[src/rtl/vga_fb_arbiter_if.sv]
// Framebuffer memory command/response bus between the arbiter (master)
// and the single-port memory (slave). Read data returns in issue order.
interface vga_fb_arbiter_if #(
  parameter int AW = 19,
  parameter int DW = 16
);
  logic          mem_req;
  logic          mem_we;
  logic [AW-1:0] mem_addr;
  logic [DW-1:0] mem_wdata;
  logic          mem_ready;
  logic          mem_rvalid;
  logic [DW-1:0] mem_rdata;

  modport master (
    output mem_req, mem_we, mem_addr, mem_wdata,
    input  mem_ready, mem_rvalid, mem_rdata
  );

  modport slave (
    input  mem_req, mem_we, mem_addr, mem_wdata,
    output mem_ready, mem_rvalid, mem_rdata
  );
endinterface

[src/rtl/vga_fb_arbiter.sv]
// Framebuffer arbiter: shares one memory port between the display fetch
// path (reads) and the draw engine (reads/writes). Display wins during
// active video, draw wins during vblank, and a starvation counter forces a
// draw grant after STARVE_LIMIT consecutive losses. A tag FIFO steers
// in-order read returns to their owner.
// Optional macro VGA_ARB_STATS_EN adds disp_stall_cnt / draw_force_cnt.
module vga_fb_arbiter #(
  parameter int AW              = 19,
  parameter int DW              = 16,
  parameter int MAX_OUTSTANDING = 4,
  parameter int STARVE_LIMIT    = 8
) (
  input  logic                   pixel_clk,
  input  logic                   pixel_rst_n,
  input  logic                   vblank,
  input  logic                   disp_req,
  input  logic [AW-1:0]          disp_addr,
  output logic                   disp_gnt,
  output logic                   disp_rvalid,
  output logic [DW-1:0]          disp_rdata,
  input  logic                   draw_req,
  input  logic                   draw_we,
  input  logic [AW-1:0]          draw_addr,
  input  logic [DW-1:0]          draw_wdata,
  output logic                   draw_gnt,
  output logic                   draw_rvalid,
  output logic [DW-1:0]          draw_rdata,
  output logic                   rd_err,
  vga_fb_arbiter_if.master       mem
`ifdef VGA_ARB_STATS_EN
  ,
  output logic [31:0]            disp_stall_cnt,
  output logic [15:0]            draw_force_cnt
`endif
);

  localparam int PW = $clog2(MAX_OUTSTANDING);
  localparam int CW = $clog2(MAX_OUTSTANDING + 1);
  localparam int SW = $clog2(STARVE_LIMIT + 1);
  localparam logic [CW-1:0] TAG_FULL   = CW'(MAX_OUTSTANDING);
  localparam logic [SW-1:0] STARVE_MAX = SW'(STARVE_LIMIT);

  // Tag FIFO: 0 = display read, 1 = draw read
  logic          tag_q [MAX_OUTSTANDING];
  logic [PW-1:0] tag_wr_ptr;
  logic [PW-1:0] tag_rd_ptr;
  logic [CW-1:0] tag_cnt;
  logic [SW-1:0] starve_cnt;

  logic slot_free;
  logic tag_push;
  logic tag_pop;
  logic tag_room;
  logic disp_elig;
  logic draw_elig;
  logic force_draw;
  logic rtn_tag_p0;

  // Grant decision: one winner per free slot, starvation rule first
  always_comb begin
    slot_free  = pixel_rst_n & (~mem.mem_req | mem.mem_ready);
    tag_pop    = mem.mem_rvalid & (tag_cnt != '0);
    // A pop in this cycle frees an entry, so a full FIFO can still accept
    tag_room   = (tag_cnt != TAG_FULL) | tag_pop;
    disp_elig  = disp_req & tag_room;
    draw_elig  = draw_req & (draw_we | tag_room);
    force_draw = slot_free & draw_elig & (starve_cnt == STARVE_MAX);
    rtn_tag_p0 = tag_q[tag_rd_ptr];
    disp_gnt   = 1'b0;
    draw_gnt   = 1'b0;
    if (slot_free) begin
      if (force_draw) begin
        draw_gnt = 1'b1;
      end else if (vblank) begin
        if (draw_elig)      draw_gnt = 1'b1;
        else if (disp_elig) disp_gnt = 1'b1;
      end else begin
        if (disp_elig)      disp_gnt = 1'b1;
        else if (draw_elig) draw_gnt = 1'b1;
      end
    end
    tag_push = disp_gnt | (draw_gnt & ~draw_we);
  end

  // Tag storage; contents are meaningless until the count covers them
  always_ff @(posedge pixel_clk) begin
    if (tag_push) tag_q[tag_wr_ptr] <= draw_gnt;
  end

  // Tag FIFO pointers and occupancy
  always_ff @(posedge pixel_clk or negedge pixel_rst_n) begin
    if (!pixel_rst_n) begin
      tag_wr_ptr <= '0;
      tag_rd_ptr <= '0;
      tag_cnt    <= '0;
    end else begin
      if (tag_push) tag_wr_ptr <= tag_wr_ptr + 1'b1;
      if (tag_pop)  tag_rd_ptr <= tag_rd_ptr + 1'b1;
      if (tag_push && !tag_pop)      tag_cnt <= tag_cnt + 1'b1;
      else if (!tag_push && tag_pop) tag_cnt <= tag_cnt - 1'b1;
    end
  end

  // Starvation counter: consecutive draw losses to display, saturating
  always_ff @(posedge pixel_clk or negedge pixel_rst_n) begin
    if (!pixel_rst_n) begin
      starve_cnt <= '0;
    end else if (!draw_req || draw_gnt) begin
      starve_cnt <= '0;
    end else if (disp_gnt && starve_cnt != STARVE_MAX) begin
      starve_cnt <= starve_cnt + 1'b1;
    end
  end

  // ---- grant -> memory command register (1-cycle latency, held on stall)
  always_ff @(posedge pixel_clk or negedge pixel_rst_n) begin
    if (!pixel_rst_n) begin
      mem.mem_req   <= 1'b0;
      mem.mem_we    <= 1'b0;
      mem.mem_addr  <= '0;
      mem.mem_wdata <= '0;
    end else if (slot_free) begin
      mem.mem_req <= disp_gnt | draw_gnt;
      if (draw_gnt) begin
        mem.mem_we    <= draw_we;
        mem.mem_addr  <= draw_addr;
        mem.mem_wdata <= draw_wdata;
      end else if (disp_gnt) begin
        mem.mem_we    <= 1'b0;
        mem.mem_addr  <= disp_addr;
      end
    end
  end

  // ---- memory return -> requester (1-cycle registered), sticky orphan error
  always_ff @(posedge pixel_clk or negedge pixel_rst_n) begin
    if (!pixel_rst_n) begin
      disp_rvalid <= 1'b0;
      draw_rvalid <= 1'b0;
      disp_rdata  <= '0;
      draw_rdata  <= '0;
      rd_err      <= 1'b0;
    end else begin
      disp_rvalid <= tag_pop & ~rtn_tag_p0;
      draw_rvalid <= tag_pop & rtn_tag_p0;
      if (mem.mem_rvalid) begin
        disp_rdata <= mem.mem_rdata;
        draw_rdata <= mem.mem_rdata;
      end
      if (mem.mem_rvalid && tag_cnt == '0) rd_err <= 1'b1;
    end
  end

`ifdef VGA_ARB_STATS_EN
  // Saturating statistics: display stalls in active video, forced draw wins
  always_ff @(posedge pixel_clk or negedge pixel_rst_n) begin
    if (!pixel_rst_n) begin
      disp_stall_cnt <= '0;
      draw_force_cnt <= '0;
    end else begin
      if (disp_req && !disp_gnt && !vblank && !(&disp_stall_cnt))
        disp_stall_cnt <= disp_stall_cnt + 1'b1;
      if (force_draw && !(&draw_force_cnt))
        draw_force_cnt <= draw_force_cnt + 1'b1;
    end
  end
`endif

endmodule

[src/flat_wrapper.sv]
// flat-port wrapper written by rule: the top's interface ports become plain ports
module vga_fb_arbiter_flat 
#(
  parameter int AW              = 19,
  parameter int DW              = 16,
  parameter int MAX_OUTSTANDING = 4,
  parameter int STARVE_LIMIT    = 8
)
  (pixel_clk, pixel_rst_n, vblank, disp_req, disp_addr, disp_gnt, disp_rvalid, disp_rdata, draw_req, draw_we, draw_addr, draw_wdata, draw_gnt, draw_rvalid, draw_rdata, rd_err, mem_mem_req, mem_mem_we, mem_mem_addr, mem_mem_wdata, mem_mem_ready, mem_mem_rvalid, mem_mem_rdata);
  vga_fb_arbiter_if #(.AW(AW), .DW(DW)) mem_i ();
  input  logic pixel_clk;
  input  logic pixel_rst_n;
  input  logic vblank;
  input  logic disp_req;
  input  logic [AW-1:0] disp_addr;
  output logic disp_gnt;
  output logic disp_rvalid;
  output logic [DW-1:0] disp_rdata;
  input  logic draw_req;
  input  logic draw_we;
  input  logic [AW-1:0] draw_addr;
  input  logic [DW-1:0] draw_wdata;
  output logic draw_gnt;
  output logic draw_rvalid;
  output logic [DW-1:0] draw_rdata;
  output logic rd_err;
  output wire logic [$bits(mem_i.mem_req)-1:0] mem_mem_req;
  output wire logic [$bits(mem_i.mem_we)-1:0] mem_mem_we;
  output wire logic [$bits(mem_i.mem_addr)-1:0] mem_mem_addr;
  output wire logic [$bits(mem_i.mem_wdata)-1:0] mem_mem_wdata;
  input wire logic [$bits(mem_i.mem_ready)-1:0] mem_mem_ready;
  input wire logic [$bits(mem_i.mem_rvalid)-1:0] mem_mem_rvalid;
  input wire logic [$bits(mem_i.mem_rdata)-1:0] mem_mem_rdata;
  assign mem_mem_req = mem_i.mem_req;
  assign mem_mem_we = mem_i.mem_we;
  assign mem_mem_addr = mem_i.mem_addr;
  assign mem_mem_wdata = mem_i.mem_wdata;
  assign mem_i.mem_ready = mem_mem_ready;
  assign mem_i.mem_rvalid = mem_mem_rvalid;
  assign mem_i.mem_rdata = mem_mem_rdata;
  vga_fb_arbiter #(.AW(AW), .DW(DW), .MAX_OUTSTANDING(MAX_OUTSTANDING), .STARVE_LIMIT(STARVE_LIMIT)) u_core (.pixel_clk(pixel_clk), .pixel_rst_n(pixel_rst_n), .vblank(vblank), .disp_req(disp_req), .disp_addr(disp_addr), .disp_gnt(disp_gnt), .disp_rvalid(disp_rvalid), .disp_rdata(disp_rdata), .draw_req(draw_req), .draw_we(draw_we), .draw_addr(draw_addr), .draw_wdata(draw_wdata), .draw_gnt(draw_gnt), .draw_rvalid(draw_rvalid), .draw_rdata(draw_rdata), .rd_err(rd_err), .mem(mem_i));
endmodule
[config.mk]
export PLATFORM = sky130hd
export DESIGN_NAME = vga_fb_arbiter_flat
export DESIGN_NICKNAME = d
export VERILOG_FILES = /design/src/rtl/vga_fb_arbiter_if.sv /design/src/rtl/vga_fb_arbiter.sv /design/src/flat_wrapper.sv
export SDC_FILE = /design/constraint.sdc
export NUM_CORES = 1
export LEC_CHECK = 0
export BUFFER_PORTS_ARGS = -buffer_cell sky130_fd_sc_hd__buf_2
export CORE_ASPECT_RATIO = 1.5
export CORE_UTILIZATION = 46
export DETAILED_ROUTE_END_ITERATION = 6
export PLACE_DENSITY = 0.79
export REMOVE_ABC_BUFFERS = 1
export SYNTH_ARGS = -nofsm -noshare
export SYNTH_HDL_FRONTEND = slang
export SYNTH_SLANG_ARGS = --single-unit
[constraint.sdc]
create_clock -name pixel_clk -period 3.9 [get_ports pixel_clk]
set_input_delay 0.195 -clock pixel_clk [delete_from_list [all_inputs] [get_ports pixel_clk]]
set_output_delay 0.195 -clock pixel_clk [all_outputs]
set_load 0.01 [all_outputs]
==> results.yml, run 1 <==
routing:
  drcViolationCount: 18
  viasPerCell: 4.891
  drtPass1Iterations: 7
  totalWireLength_mm: 6.547
  vias: 2328
  drtIter0Drc: 142
  wl_per_cell_microns: 13.75
  ant_nets: 0
worst_setup_path:
  cp_data_required_time_ps: 4160
  endpoint_kind: "flip-flop"
  worstPathMaxFanout: 25
  critPathArrivalTime_ps: 3100
  crit_type: "input pin to flip-flop"
  rr_worst_depth: 9
  reg2reg_slack_ps: 1090
  slowest_delay_ps: 530
  cpMaxStageDelayCell: "dlygate4sd3_1"
  crit_buf_inv: 4
  start_kind: "input pin"
  r2r-start: "u_core.tag_cnt[1]$_DFFE_PN0P_"
  path_cells: "dlygate4sd3_1, buf_2, and4_1, o21ai_1, o2bb2ai_2, inv_1, ha_1, inv_1, fa_1, xor2_1, nor2_1, xor2_1"
  crit_family: "buffers and inverters"
  worstReg2RegEnd: "u_core.tag_cnt[1]$_DFFE_PN0P_"
yosys:
  netlist.area_leader.share_pct: 51.84
  ys_warn_count: 0
  synth.distinct_cells: 36
  synth.area.top_cells: "dfrtp_1 (52%), mux2_2 (11%), mux2i_1 (6.2%), buf_4 (3.7%), edfxtp_1 (3.7%)"
  synth_commonest_cells: "dfrtp_1 (67), mux2_2 (33), nand2_1 (25)"
  yosysTopAreaCell: "dfrtp_1"
  synth-async-reset-ratio_pct: 94.37
  yosysMostFrequentCell: "dfrtp_1"
  synth_seq_cells: 71
  synth_edf_count: 4
  synth_area_per_cell_sq_um: 12.73
  synth_cells: 254
  seq_area_frac_synth_pct: 55.55
  synth_area_sq_um: 3234
  ys.flop_type: "dfrtp_1"
floorplan:
  pin_count: 152
  initial_core_util_pct: 47.21
  coreArea_sq_um: 6852
  dieArea_sq_um: 7378
  die_x_microns: 70.47
  std_cell_rows: 37
  die_h_microns: 104.7
timing:
  maxSlewHeadroom_pct: 60.79
  timing_worst_slew_pin_value_ps: 588.1
  max_freq_mhz: 351.2
  slew_viol_final: 0
  min_period_ps: 2847
  setup_viol: 0
  setup_ws_ps: 1053
  finalHoldViolations: 0
  tns_ps: 0
  rsz0062_at_grt: "no"
  fin_skew_ps: 6.242
  period_share_pct: 73.00
global_routing:
  grt_max_degree: 64
  use_met2_pct: 34.19
  grt_pass1_wl_mm: 10.81
  globalRouteMet3Util_pct: 2.797
  gr-max-usage-layer: "met2"
  grt_pass1_vias: 2333
  grtUsageMet1_pct: 20.95
  gr-total-overflow: 0
  antenna_found_initial: 0
  grt.total_usage_pct: 19.23
clock_tree:
  clock_latency_ps: 340
  clockRootBuffer: "clkbuf_8"
  cts_resized: 0
  cts_buffers: 9
  post_cts_buffers: 0
  clk_pin_slew_ps: 70
  cts_buffer_depth: 2
  ctsHoldBuffers: 1
  cts-htree-levels: 3
  cts_tree: "built"
  cts_sinks: 71
hold_path:
  min-delay-start: "draw_addr[8]"
  hold_path_end: "u_core.mem.mem_addr[8]$_DFFE_PN0P_"
  hold_path.class: "input pin to flip-flop"
  min_delay_path_depth: 3
final_layout:
  drive_gt1_share_pct: 52.26
  final_area_sq_um: 4090
  fillers: 576
  antennaDiodeCount: 0
  nets: 479
  area_growth_syn_to_layout_pct: 26.46
  fin_cells: 476
  fin_util_pct: 59.70
place:
  post-place-ws_ps: 1080
  hpwl_mm: 4.890
  io_buffers: 151
  dpl_cell_area_sq_um: 3905
  dp.cells: 459
  gp_congestion: 0.7914
power_and_ir_drop:
  leakage_nw: 2.143
  vdd_drop_max_v: 0.0003423
  cellPowerDensity_nw_per_um2: 555.5
run:
  drv_cap: 0
run_status:
  violations: "design-rule violations"
  outcome: "complete, but fails checks"
## metal layers
metal,up-vias,routed length (microns)
met5,-,0
met4,0,200
met3,13,298
met2,83,3649
met1,1107,2398
li1,1125,-
## cells in the final DEF, fill, tap and decap left out, drive strengths merged, types with 2 or more instances in the layout
cell type / count
buf: 154
dfrtp: 67
mux2: 34
nand2: 25
o21ai: 21
mux2i: 20
clkbuf: 12
inv: 8
nor2: 7
ha: 7
xor2: 4
xnor2: 4
clkinv: 4
edfxtp: 4
nand2b: 3
and2b: 3
nand3: 2
nor2b: 2
nand4: 2
a21oi: 2
nor3: 2
## worst max path at each step
| stage | start | endpoint | slack [ps] | cells past startpoint |
|---|---|---|---|---|
| after floorplan | u_core.tag_cnt[1]$_DFFE_PN0P_ | u_core.tag_cnt[2]$_DFFE_PN0P_ | 100 | 11 |
| after global placement | mem_mem_rvalid | u_core.tag_cnt[1]$_DFFE_PN0P_ | 1160 | 10 |
| after global routing | pixel_rst_n | u_core.tag_cnt[2]$_DFFE_PN0P_ | 820 | 12 |
| final | pixel_rst_n | u_core.tag_cnt[2]$_DFFE_PN0P_ | 1050 | 12 |
| after detailed placement | mem_mem_rvalid | u_core.tag_cnt[1]$_DFFE_PN0P_ | 1080 | 10 |
| after CTS | pixel_rst_n | u_core.tag_cnt[2]$_DFFE_PN0P_ | 1010 | 12 |
## sequential cells by signal, indices dropped and copies added, names as in the netlist
register and flops:
u_core.rd_err 1, u_core.tag_wr_ptr 2, u_core.mem.mem_wdata 16, u_core.mem.mem_req 1
u_core.mem.mem_we 1, u_core.disp_rvalid 1, u_core.tag_rd_ptr 2, u_core.starve_cnt 4
u_core.draw_rvalid 1, u_core.tag_q 4, u_core.disp_rdata 16, u_core.tag_cnt 3
u_core.mem.mem_addr 19
## worst register-to-register path, delay by kind of cell (launching register included)
family / cells / cell delay [ps]
compound gates: 2 / 370
fa+ha+maj: 2 / 640
buf+inv: 2 / 170
flops: 1 / 420
mux: 1 / 270
simple gates: 2 / 840
## cell families after synthesis
group                      count (synthesis)  synth area share (%)
muxes                                     55                 18.84
buffers and inverters                     35                 7.273
xor gates and xnor gates                   8                 2.166
adders and majority gates                  8                 3.327
and+or+nand+nor                           50                 8.085
DFF                                       71                 55.55
AOI/OAI and AO/OA                         27                 4.758
## layout make-up
| type | count | area [sq um] | area share, % |
|---|---|---|---|
| flip-flops and latches | 71 | 1797 | 43.93 |
| clock buffers | 12 | 155.1 | 3.793 |
| clock inverters | 4 | 20.02 | 0.4894 |
| well taps | 78 | 97.59 | 2.386 |
| inverters | 8 | 30.03 | 0.7342 |
| repair buffers | 155 | 788.3 | 19.27 |
| multi-input cells | 148 | 1202 | 29.40 |
## metrics by stage
stage,power [mW],hold slack (ps)
floorplan,1.463,-100.6
global placement,1.746,200.0
detailed placement,1.780,216.2
CTS,2.310,35.89
global route,2.419,58.49
finish,2.272,59.08
## report_power, final
part | leakage, nW | switching [mW] | internal [mW] | total [mW]
Clock | 0.0959 | 0.256 | 0.261 | 0.518
Combinational | 1.21 | 0.338 | 0.349 | 0.686
Sequential | 0.841 | 0.125 | 0.943 | 1.07
Power figures use the tool's default switching activity.
==> run 2, diff against run 1 <==
clock period = 2.8 ns   (was 3.9 ns; I/O delays follow)
==> results.yml, run 2 (same netlist as run 1, synthesis figures left out) <==
run_status:
  outcome: "complete, but fails checks"
  violations: "design-rule violations"
run:
  drv_cap: 0
clock_tree:
  clk_pin_slew_ps: 70
  cts_tree: "built"
  cts_buffer_depth: 2
  cts_buffers: 9
  cts-htree-levels: 3
  clock_latency_ps: 340
  cts_sinks: 71
  clockRootBuffer: "clkbuf_8"
worst_setup_path:
  crit_buf_inv: 2
  slowest_delay_ps: 540
  cp_data_required_time_ps: 3060
  cpMaxStageDelayCell: "or4b_4"
  r2r-start: "u_core.tag_cnt[0]$_DFFE_PN0P_"
  reg2reg_slack_ps: 100
  crit_start: "u_core.tag_cnt[0]$_DFFE_PN0P_"
  worstPathMaxFanout: 4
  endpoint_kind: "flip-flop"
  start_kind: "flip-flop"
  crit_type: "flip-flop to flip-flop"
  crit_family: "simple AND/OR/NAND/NOR gates"
  worstReg2RegEnd: "u_core.tag_cnt[2]$_DFFE_PN0P_"
  worst-path-stages: 11
  endpoint: "u_core.tag_cnt[2]$_DFFE_PN0P_"
  rr_worst_depth: 11
  path_cells: "or4b_4, and4b_4, nor3_4, o2bb2ai_2, inv_1, ha_2, inv_1, fa_1, xor2_1, nor2_1, xor2_1"
  critPathArrivalTime_ps: 2960
power_and_ir_drop:
  p_total_mw: 3.194
  cellPowerDensity_nw_per_um2: 746.7
  vdd_drop_max_v: 0.0004456
  leakage_nw: 2.218
timing:
  min_period_ps: 2697
  slew_viol_final: 0
  setup_viol: 0
  maxSlewHeadroom_pct: 60.76
  fin_skew_ps: 7.720
  finalHoldViolations: 0
  period_share_pct: 96.33
  timing_worst_slew_pin_value_ps: 588.6
  max_freq_mhz: 370.7
global_routing:
  gr-total-overflow: 0
  grt.total_usage_pct: 19.74
  antenna_found_initial: 0
  grt_pass1_vias: 2543
  grt_max_degree: 64
  grt_pass1_wl_mm: 11.14
routing:
  totalWireLength_mm: 6.990
  wl_per_cell_microns: 14.04
  drtIter0Drc: 138
  viasPerCell: 4.988
  drcViolationCount: 18
  ant_nets: 0
  drtPass1Iterations: 7
  vias: 2484
final_layout:
  regMostFlops: "u_core.mem.mem_addr"
  reg.largest.list: "u_core.mem.mem_addr (19), u_core.disp_rdata (16), u_core.mem.mem_wdata (16)"
  drive_gt1_share_pct: 50.95
  nets: 501
  fillers: 559
  fin_cells: 498
  fin_util_pct: 62.44
  area_growth_syn_to_layout_pct: 32.26
  final_cell_mix: "buf_2 (151), dfrtp_1 (66), mux2_2 (33)"
  largest_reg_flops: 19
  final_area_sq_um: 4278
  layout_commonest_cell: "buf_2"
  antennaDiodeCount: 0
place:
  dpl_cell_area_sq_um: 3928
  io_buffers: 151
  dp.cells: 462
  hpwl_mm: 4.829
  gp_congestion: 0.7906
floorplan:
  pin_count: 152
  die_h_microns: 104.7
  initial_core_util_pct: 47.21
  dieArea_sq_um: 7378
  std_cell_rows: 37
  coreArea_sq_um: 6852
  die_x_microns: 70.47
hold_path:
  hold_path.class: "input pin to flip-flop"
[run 2: cell types whose count changed in the layout (fill, tap and decap cells not counted), sizes merged]
cell | before | now
clkinvlp | 0 | 1
buf | 154 | 161
dlygate4sd3 | 1 | 16
clkbuf | 12 | 11
[run 2: worst min-delay path by stage]
stage	from	cells past startpoint	end	slack, ps
floorplan	pixel_rst_n	0	u_core.disp_rdata[0]$_DFFE_PN0P_	-160
global placement	pixel_rst_n	2	u_core.starve_cnt[1]$_DFFE_PN0P_	190
detailed placement	pixel_rst_n	2	u_core.draw_rvalid$_DFF_PN0_	190
CTS	draw_addr[18]	3	u_core.mem.mem_addr[18]$_DFFE_PN0P_	2
global route	mem_mem_rdata[15]	2	u_core.disp_rdata[15]$_DFFE_PN0P_	10
finish	draw_addr[18]	3	u_core.mem.mem_addr[18]$_DFFE_PN0P_	10
[run 2: timing repair]
| item | 4_1_cts | 5_1_grt |
|---|---|---|
| hold endpoints to repair | 82 | 0 |
| buffers inserted | 0 | 4 |
| gates resized for setup | 0 | 2 |
| hold buffers | 16 | 0 |
| endpoints found under the setup margin | 0 | 3 |
[run 2: area by class of cell]
type	instances	area, sq um	share of cell area (%)
inverter	8	30.03	0.7020
timing repair buffer	177	991.0	23.16
tap	78	97.59	2.281
multi-input combinational	148	1205	28.17
sequential	71	1798	42.03
clock inverter	5	25.02	0.5850
clock buffer	11	131.4	3.071
[run 2: through the flow]
stage	hold slack [ps]	worst slack [ps]	setup TNS [ps]
finish	14.20	102.7	0
global route	12.84	-60.93	-60.93
CTS	1.901	87.06	0
detailed placement	188.4	109.9	0
global placement	191.3	210.3	0
floorplan	-155.6	-1003	-7219
[run 2: worst reg2reg max path: stages (launching register included)]
cell       delay [ps]
dfrtp_2           420
or4b_4            540
and4b_4           220
nor3_4            150
o2bb2ai_2          80
inv_1              80
ha_2              200
inv_1              60
fa_1              390
xor2_1            170
nor2_1            140
xor2_1            170
[run 2: power breakdown]
group          total (mW)  internal, mW  switching [mW]
sequential           1.48          1.32           0.162
combinational        1.04         0.541           0.501
clock               0.675         0.313           0.362
[run 2: layer usage]
metal,global-route usage (%),vias up,wire (microns)
met1,20.09,1201,2527
met4,14.14,0,270
li1,-,1170,-
met2,36.06,94,3843
met5,0,-,0
met3,2.797,19,348
==> run 3, diff against run 2 <==
CORE_ASPECT_RATIO = unset   (was 1.5)
SKIP_CTS_REPAIR_TIMING = 1   (was unset)
==> results.yml, run 3 (same netlist as run 1, synthesis figures left out) <==
worst_setup_path:
  endpoint_kind: "flip-flop"
  worstPathMaxFanout: 7
  worstReg2RegEnd: "u_core.tag_cnt[1]$_DFFE_PN0P_"
  start_kind: "flip-flop"
  crit_type: "flip-flop to flip-flop"
  critPathArrivalTime_ps: 2910
  r2r-start: "u_core.tag_cnt[1]$_DFFE_PN0P_"
  cp_data_required_time_ps: 3030
  reg2reg_slack_ps: 110
  rr_worst_depth: 9
final_layout:
  area_growth_syn_to_layout_pct: 30.17
  regMostFlops: "u_core.mem.mem_addr"
  antennaDiodeCount: 0
  drive_gt1_share_pct: 53.37
  final_area_sq_um: 4210
  nets: 482
  layout_commonest_cell: "buf_2"
  reg.largest.list: "u_core.mem.mem_addr (19), u_core.disp_rdata (16), u_core.mem.mem_wdata (16)"
  final_cell_mix: "buf_2 (151), dfrtp_1 (66), mux2_2 (33)"
  fin_util_pct: 61.97
  largest_reg_flops: 19
routing:
  vias: 2322
  drcViolationCount: 0
  wl_per_cell_microns: 13.35
  ant_nets: 0
  drtIter0Drc: 69
  drtPass1Iterations: 4
  totalWireLength_mm: 6.637
  viasPerCell: 4.672
hold_path:
  min_delay_path_depth: 3
  hold_path.class: "input pin to flip-flop"
  hold_path_end: "u_core.mem.mem_addr[9]$_DFFE_PN0P_"
  min-delay-start: "draw_addr[9]"
clock_tree:
  cts_tree: "built"
  cts_buffers: 9
  cts_buffer_depth: 2
  clk_pin_slew_ps: 80
  clockRootBuffer: "clkbuf_8"
  cts-htree-levels: 3
  clock_latency_ps: 330
  cts_sinks: 71
floorplan:
  pin_count: 152
  coreArea_sq_um: 6794
  dieArea_sq_um: 7370
  die_x_microns: 85.85
  std_cell_rows: 30
  die_h_microns: 85.85
  initial_core_util_pct: 47.61
timing:
  setup_viol: 0
  maxSlewHeadroom_pct: 50.05
  slew_viol_final: 0
  period_share_pct: 95.94
  timing_worst_slew_pin_value_ps: 749.3
  max_freq_mhz: 372.3
  fin_skew_ps: 8.674
  finalHoldViolations: 0
  rsz0062_at_grt: "no"
  min_period_ps: 2686
global_routing:
  grt_pass1_wl_mm: 10.33
  antenna_found_initial: 0
  grt_max_degree: 64
  grt_pass1_vias: 2239
  grt.total_usage_pct: 18.23
  gr-total-overflow: 0
run_status:
  outcome: "finished, final reports clean"
place:
  gp_congestion: 0.8317
  dpl_cell_area_sq_um: 3943
  hpwl_mm: 4.932
  io_buffers: 151
run:
  drv_cap: 0
power_and_ir_drop:
  cellPowerDensity_nw_per_um2: 817.9
  vdd_drop_max_v: 0.0003474
  leakage_nw: 2.188
## run 3: cell count changes in the layout (fill, tap and decap cells not counted), moves of 2 or more
cell	previous run	this run
clkinv_1	2	0
clkbuf_1	2	0
dlygate4sd3_1	16	1
buf_4	10	5
bufinv_16	0	3
## run 3: stage by stage
step | setup TNS (ps) | hold slack, ps | setup slack [ps] | cells | power, mW
final | 0 | 7.672 | 113.7 | 497 | 3.444
after global placement | 0 | 16.44 | 210.5 | 479 | 2.426
after global routing | 0 | 2.603 | 7.538 | 497 | 3.655
after CTS | 0 | -350.1 | 86.02 | 495 | 3.478
after detailed placement | 0 | 20.84 | 100.1 | 479 | 2.483
after floorplan | -7219 | -155.6 | -1003 | 227 | 2.038
## run 3: critical path, stage by stage (launching register included)
cell and delay, ps:
dfrtp_1 410, or4b_4 580, and4_2 290, o21ai_1 150, o2bb2ai_2 140, inv_1 60
ha_1 200, inv_1 70, fa_1 410, mux2_2 270
## run 3: how the worst max path moves through the flow
stage                                              from                       endpoint  slack [ps]  cells after the start
after floorplan           u_core.tag_cnt[1]$_DFFE_PN0P_  u_core.tag_cnt[2]$_DFFE_PN0P_       -1000                     11
after global placement    u_core.tag_cnt[1]$_DFFE_PN0P_  u_core.tag_cnt[1]$_DFFE_PN0P_         210                      9
after detailed placement  u_core.tag_cnt[0]$_DFFE_PN0P_  u_core.tag_cnt[1]$_DFFE_PN0P_         100                      9
after CTS                 u_core.tag_cnt[1]$_DFFE_PN0P_                       draw_gnt          90                      5
after global routing      u_core.tag_cnt[0]$_DFFE_PN0P_  u_core.tag_cnt[2]$_DFFE_PN0P_           8                     11
final                     u_core.tag_cnt[1]$_DFFE_PN0P_  u_core.tag_cnt[1]$_DFFE_PN0P_         110                      9
## run 3: power by group
group          leakage, nW  switching (mW)  total, mW  internal, mW
clock                0.127           0.373      0.987         0.614
combinational         1.22           0.472      0.971         0.498
sequential           0.840           0.171       1.49          1.31
total                 2.19            1.02       3.44          2.43
## run 3: cell type report
class	count	area (sq um)
clock inverter	6	106.4
fill	558	2584
timing repair buffer	158	814.5
inverter	8	30.03
clock buffer	10	137.6
sequential	71	1798
multi-input combinational	148	1204
tap	96	120.1
## run 3: per-layer routing
| metal | vias to the layer above | wire length, microns | GRT usage, % |
|---|---|---|---|
| met1 | 1096 | 2759 | 22.07 |
| li1 | 1136 | - | - |
| met4 | 0 | 110 | 6.667 |
| met3 | 11 | 291 | 3.176 |
| met2 | 79 | 3475 | 32.65 |
| met5 | - | 0 | 0 |
